[config.mk]
export PLATFORM = sky130hd
export DESIGN_NAME = burst_pulse_gen_flat
export DESIGN_NICKNAME = d
export VERILOG_FILES = /design/src/rtl/burst_pulse_gen_if.sv /design/src/rtl/burst_pulse_gen.sv /design/src/flat_wrapper.sv
export SDC_FILE = /design/constraint.sdc
export NUM_CORES = 1
export LEC_CHECK = 0
export CELL_PAD_IN_SITES_DETAIL_PLACEMENT = 0
export CELL_PAD_IN_SITES_GLOBAL_PLACEMENT = 1
export CORE_MARGIN = 3
export CORE_UTILIZATION = 43
export CTS_CLUSTER_DIAMETER = 30
export DETAILED_ROUTE_END_ITERATION = 6
export GPL_TIMING_DRIVEN = 0
export PLACE_DENSITY_LB_ADDON = 0.1
export SLEW_MARGIN = 20
export SYNTH_ARGS = -nofsm -noshare
export SYNTH_HDL_FRONTEND = slang
export SYNTH_SLANG_ARGS = --single-unit
[constraint.sdc]
create_clock -name clk -period 2.86 [get_ports clk]
set_input_delay 0.429 -clock clk [delete_from_list [all_inputs] [get_ports clk]]
set_output_delay 0.429 -clock clk [all_outputs]
set_load 0.01 [all_outputs]
[src/rtl/burst_pulse_gen_if.sv]
// Control/status bundle for the programmable pulse-burst generator.
interface burst_pulse_gen_if #(
    parameter int unsigned CNT_W = 8,
    parameter int unsigned REP_W = 4
);
    logic             start;
    logic             abort;
    logic [1:0]       mode;
    logic [CNT_W-1:0] len;
    logic [CNT_W-1:0] gap;
    logic [REP_W-1:0] reps;
    logic             out;
    logic             busy;
    logic             done;
    logic             aborted;
    logic [REP_W-1:0] burst_idx;

    // Requester side: issues commands, observes status
    modport master (
        output start, abort, mode, len, gap, reps,
        input  out, busy, done, aborted, burst_idx
    );

    // Generator side
    modport slave (
        input  start, abort, mode, len, gap, reps,
        output out, busy, done, aborted, burst_idx
    );
endinterface

[src/rtl/burst_pulse_gen.sv]
// Programmable pulse-burst generator: LEN high cycles, GAP low cycles,
// repeated once, REPS times or continuously until aborted.
module burst_pulse_gen #(
    parameter int unsigned CNT_W = 8,
    parameter int unsigned REP_W = 4
) (
    input  logic               clk,
    input  logic               rst_n,
    burst_pulse_gen_if.slave   bus
);
    localparam int unsigned IDX_XW = REP_W + 1;

    typedef enum logic [1:0] {
        S_IDLE = 2'd0,
        S_HIGH = 2'd1,
        S_GAP  = 2'd2
    } state_t;

    state_t           state, state_n;
    logic [CNT_W-1:0] cnt, cnt_n;
    logic [REP_W-1:0] idx, idx_n;
    logic [CNT_W-1:0] len_q, gap_q;
    logic [REP_W-1:0] reps_q;
    logic             cont_q, multi_q;
    logic             out_q, busy_q, done_q, aborted_q;
    logic             load, done_n, aborted_n, more;
    logic [IDX_XW-1:0] idx_inc;

    // Another burst follows: continuous always, repeat mode while bursts remain
    always_comb begin
        idx_inc = {1'b0, idx} + IDX_XW'(1);
        more    = cont_q | (multi_q & (idx_inc < {1'b0, reps_q}));
    end

    // Next-state, counter and status-pulse decode
    always_comb begin
        state_n   = state;
        cnt_n     = cnt;
        idx_n     = idx;
        load      = 1'b0;
        done_n    = 1'b0;
        aborted_n = 1'b0;
        case (state)
            S_IDLE: begin
                if (bus.start && !bus.abort && (bus.len != '0)) begin
                    load    = 1'b1;
                    state_n = S_HIGH;
                    cnt_n   = CNT_W'(bus.len - CNT_W'(1));
                    idx_n   = '0;
                end
            end
            S_HIGH: begin
                if (bus.abort) begin
                    state_n   = S_IDLE;
                    cnt_n     = '0;
                    aborted_n = 1'b1;
                end else if (cnt == '0) begin
                    if (more) begin
                        if (gap_q != '0) begin
                            state_n = S_GAP;
                            cnt_n   = CNT_W'(gap_q - CNT_W'(1));
                        end else begin
                            cnt_n = CNT_W'(len_q - CNT_W'(1));
                            idx_n = REP_W'(idx_inc);
                        end
                    end else begin
                        state_n = S_IDLE;
                        done_n  = 1'b1;
                    end
                end else begin
                    cnt_n = CNT_W'(cnt - CNT_W'(1));
                end
            end
            S_GAP: begin
                if (bus.abort) begin
                    state_n   = S_IDLE;
                    cnt_n     = '0;
                    aborted_n = 1'b1;
                end else if (cnt == '0) begin
                    state_n = S_HIGH;
                    cnt_n   = CNT_W'(len_q - CNT_W'(1));
                    idx_n   = REP_W'(idx_inc);
                end else begin
                    cnt_n = CNT_W'(cnt - CNT_W'(1));
                end
            end
            default: begin
                state_n = S_IDLE;
                cnt_n   = '0;
            end
        endcase
    end

    // State, counters, latched run parameters and registered outputs
    always_ff @(posedge clk or negedge rst_n) begin
        if (!rst_n) begin
            state     <= S_IDLE;
            cnt       <= '0;
            idx       <= '0;
            len_q     <= '0;
            gap_q     <= '0;
            reps_q    <= '0;
            cont_q    <= 1'b0;
            multi_q   <= 1'b0;
            out_q     <= 1'b0;
            busy_q    <= 1'b0;
            done_q    <= 1'b0;
            aborted_q <= 1'b0;
        end else begin
            state     <= state_n;
            cnt       <= cnt_n;
            idx       <= idx_n;
            out_q     <= (state_n == S_HIGH);
            busy_q    <= (state_n != S_IDLE);
            done_q    <= done_n;
            aborted_q <= aborted_n;
            if (load) begin
                len_q   <= bus.len;
                gap_q   <= bus.gap;
                // reps of zero runs a single burst
                reps_q  <= (bus.reps == '0) ? REP_W'(1) : bus.reps;
                cont_q  <= (bus.mode == 2'b10);
                multi_q <= (bus.mode == 2'b01);
            end
        end
    end

    assign bus.out       = out_q;
    assign bus.busy      = busy_q;
    assign bus.done      = done_q;
    assign bus.aborted   = aborted_q;
    assign bus.burst_idx = idx;
endmodule

[src/flat_wrapper.sv]
// flat-port wrapper written by rule: the top's interface ports become plain ports
module burst_pulse_gen_flat 
#(
    parameter int unsigned CNT_W = 8,
    parameter int unsigned REP_W = 4
)
  (clk, rst_n, bus_start, bus_abort, bus_mode, bus_len, bus_gap, bus_reps, bus_out, bus_busy, bus_done, bus_aborted, bus_burst_idx);
  burst_pulse_gen_if #(.CNT_W(CNT_W), .REP_W(REP_W)) bus_i ();
  input  logic clk;
  input  logic rst_n;
  input wire logic [$bits(bus_i.start)-1:0] bus_start;
  input wire logic [$bits(bus_i.abort)-1:0] bus_abort;
  input wire logic [$bits(bus_i.mode)-1:0] bus_mode;
  input wire logic [$bits(bus_i.len)-1:0] bus_len;
  input wire logic [$bits(bus_i.gap)-1:0] bus_gap;
  input wire logic [$bits(bus_i.reps)-1:0] bus_reps;
  output wire logic [$bits(bus_i.out)-1:0] bus_out;
  output wire logic [$bits(bus_i.busy)-1:0] bus_busy;
  output wire logic [$bits(bus_i.done)-1:0] bus_done;
  output wire logic [$bits(bus_i.aborted)-1:0] bus_aborted;
  output wire logic [$bits(bus_i.burst_idx)-1:0] bus_burst_idx;
  assign bus_i.start = bus_start;
  assign bus_i.abort = bus_abort;
  assign bus_i.mode = bus_mode;
  assign bus_i.len = bus_len;
  assign bus_i.gap = bus_gap;
  assign bus_i.reps = bus_reps;
  assign bus_out = bus_i.out;
  assign bus_busy = bus_i.busy;
  assign bus_done = bus_i.done;
  assign bus_aborted = bus_i.aborted;
  assign bus_burst_idx = bus_i.burst_idx;
  burst_pulse_gen #(.CNT_W(CNT_W), .REP_W(REP_W)) u_core (.clk(clk), .rst_n(rst_n), .bus(bus_i));
endmodule
==> results.yml <==
run_status:
  outcome: "finished clean"
grt:
  grtUsageTotal_pct: 18.3
  grt_remaining_overflow: 0
  grt_max_degree: 30
  grt_pass1_wl_um: 10600
  antenna_found_initial: 0
  grt_pass1_vias: 2111
yosys:
  netlist_area_um2: 2710
  synth-main-ff-cell: "dfrtp_1"
  yosysWarnings: 0
  ys_seq_area_share_pct: 37.0
  synth_top_area_share_pct: 37.0
  synthAdderAreaFrac_pct: 6.47
  avgSynthCellArea_um2: 9.30
  synth_commonest_cells: "40 x dfrtp_1, 33 x nand2_1, 22 x inv_1"
  yosysMostFrequentCell: "dfrtp_1"
  synthSimpleGateAreaFrac_pct: 20.8
  synth.distinct_cells: 59
  ys_ff_latch: 40
  synth-compound-area-share_pct: 17.4
  synth_edf_count: 0
  yosys-top-cells-area: "dfrtp_1 37%, ha_1 6.5%, mux2_2 6.2%"
  synth_xor_area_share_pct: 5.50
  synthMuxAreaShare_pct: 8.28
  syn-num-nets: 331
  async_reset_ff_share_pct: 100
  synth_top_family_by_area: "simple AND/OR/NAND/NOR gates"
  synth_area_leader_cell: "dfrtp_1"
  netlist_instances: 291
worst_setup_path:
  critPathLaunchType: "flop"
  critical_path.endpoint_type: "flop"
  path_max_fanout: 6
  critical_path_class: "reg2reg"
  cp.required_ns: 3.04
  arrival_ns: 2.89
sta:
  layout_min_cycle_time_ns: 2.71
  slew_viol_final: 0
  skew_ns: 0.00438
  rsz0062_at_grt: "false"
  worst_pin_slew_ns: 0.617
  fmax_mhz: 369
  setup_viol: 0
  hold_violations: 0
  fin_hold_ws_ns: 0.00722
  finalCritPeriodShare_pct: 94.9
  slew_headroom_pct: 58.6
floorplan:
  die_w_um: 85.3
  rows: 28
  die_area_um2: 7280
  start_util_pct: 45.2
  die_y_um: 85.3
  core_um2: 5990
  io-pin-count: 34
flow_run:
  maxCapViolCount: 0
clock_network:
  clkSinkCount: 40
  ctsHoldBuffers: 0
  post-cts-setup-buffers: 0
  clockRootBuffer: "clkbuf_8"
  cts.path.max_buffers: 2
  tritoncts: "yes"
  insertion_delay_ns: 0.29
  htreeDepth: 2
  clk_pin_slew_ns: 0.08
  cts-buffers-inserted: 5
power_and_ir_drop:
  vdd_drop_max_uv: 496
  p_leak_uw: 0.00139
  p_per_area_nw_per_um2: 884
route:
  routedWlPerCell_um: 15.9
  drt-initial-drc-count: 146
  vias_per_cell: 5.46
  drc: 0
  antenna_left: 0
  dr.pass1.iters: 4
  finalWirelength_um: 6480
  vias: 2224
final_layout:
  fin_cells: 407
  fin_area_um2: 3270
  synthToLayoutAreaGrowth_pct: 20.8
  drive_gt1_share_pct: 13.6
  nNetsFinal: 372
  n_antenna_cell: 0
placement:
  place_inst: 400
  place.gp.congestion: 0.818
  placed_cell_area_um2: 3150
  numPortBuffers: 33
  dp_hpwl_um: 5050
hold_path:
  hold_class: "in2async"
## path summary, 6_finish.rpt
check,start,endpoint,slack [ns],cells after the start
worst max-delay path,u_core.bus.burst_idx[0]$_DFFE_PN0P_,u_core.bus.burst_idx[0]$_DFFE_PN0P_,0.15,10
worst min-delay path,rst_n,u_core.cnt[1]$_DFFE_PN0P_,0.007,1
worst max register to register,u_core.bus.burst_idx[0]$_DFFE_PN0P_,u_core.bus.burst_idx[0]$_DFFE_PN0P_,0.15,10
worst min register to register,u_core.reps_q[0]$_DFFE_PN0P_,u_core.reps_q[0]$_DFFE_PN0P_,0.49,2
max in group asynchronous,rst_n,u_core.bus.burst_idx[0]$_DFFE_PN0P_,2.40,2
min in group clk,u_core.reps_q[0]$_DFFE_PN0P_,u_core.reps_q[0]$_DFFE_PN0P_,0.49,2
## cells by family (layout without fill, tap and decap cells)
family / after synthesis / in the layout
compound gates: 71 / 71
xor+xnor: 17 / 17
fa+ha+maj: 14 / 14
buf+inv: 29 / 70
flops: 40 / 40
mux: 20 / 20
simple gates: 100 / 100
## power by group
group / internal [uW] / total (uW) / switching [uW] / leakage [uW]
combinational: 696 / 1440 / 743 / 0.000852
clock: 165 / 371 / 205 / 0.0000400
sequential: 794 / 1080 / 285 / 0.000496
## final cells by class
type / count / area, um2
fillers: 582 / 2720
multi-input cells: 222 / 1620
flip-flops and latches: 40 / 1000
repair buffers: 34 / 345
well taps: 75 / 93.8
inverters: 22 / 82.6
clock buffers: 5 / 68.8
plain buffers: 7 / 42.5
clock inverters: 2 / 12.5
## routing by layer
metal	GRT usage, %	up-vias	part of all wire, %
li1	-	1137	-
met1	26.5	1042	50
met2	28.5	38	46
met3	2.04	7	3.0
met4	5.61	0	1.3
met5	0	-	0
## flip-flops by register name (all words and copies together), names as in the netlist
signal / count
u_core.cnt: 8
u_core.gap_q: 8
u_core.len_q: 8
u_core.bus.burst_idx: 4
u_core.reps_q: 4
u_core.state: 2
u_core.bus.aborted: 1
u_core.bus.busy: 1
u_core.bus.done: 1
u_core.bus.out: 1
u_core.cont_q: 1
u_core.multi_q: 1
## placed cells by master, fill, tap and decap left out, types with 8 or more instances in the layout
cell,netlist,layout
mux2_2,15,15
dfrtp_1,40,39
a21oi_1,10,10
ha_1,14,13
clkdlybuf4s50_1,0,32
inv_1,22,22
xnor2_1,12,12
nor3_1,8,8
o21ai_0,20,19
nand2_1,33,33
nor2_1,10,10
## worst max-delay path: stages, from the launching register on
cell and delay [ns]:
dfrtp_2 0.45, ha_2 0.22, xor2_2 0.16, ha_1 0.30
a21oi_1 0.15, o21ai_1 0.13, a31oi_4 0.27, a31oi_1 0.12
or3_1 0.38, buf_6 0.14, mux2_4 0.28
## repair_timing
action                     CTS  global route
gates resized for setup      3             6
setup endpoints to repair   23            13
pin swaps                    1             2
## stage by stage
| stage | power (uW) | utilization [%] | setup TNS, ns | setup slack [ns] |
|---|---|---|---|---|
| 2_1_floorplan | 2040 | - | 0 | 0.255 |
| 3_3_place_gp | 2440 | 52.3 | -8.58 | -0.535 |
| 3_5_place_dp | 2480 | 52.5 | -9.60 | -0.560 |
| 4_1_cts | 2870 | 54.1 | 0 | 0.0400 |
| 5_1_grt | 3110 | 54.6 | 0 | 0.00769 |
| 6_report | 2890 | 54.6 | 0 | 0.146 |
No activity file was read; power rests on OpenSTA's default activity.
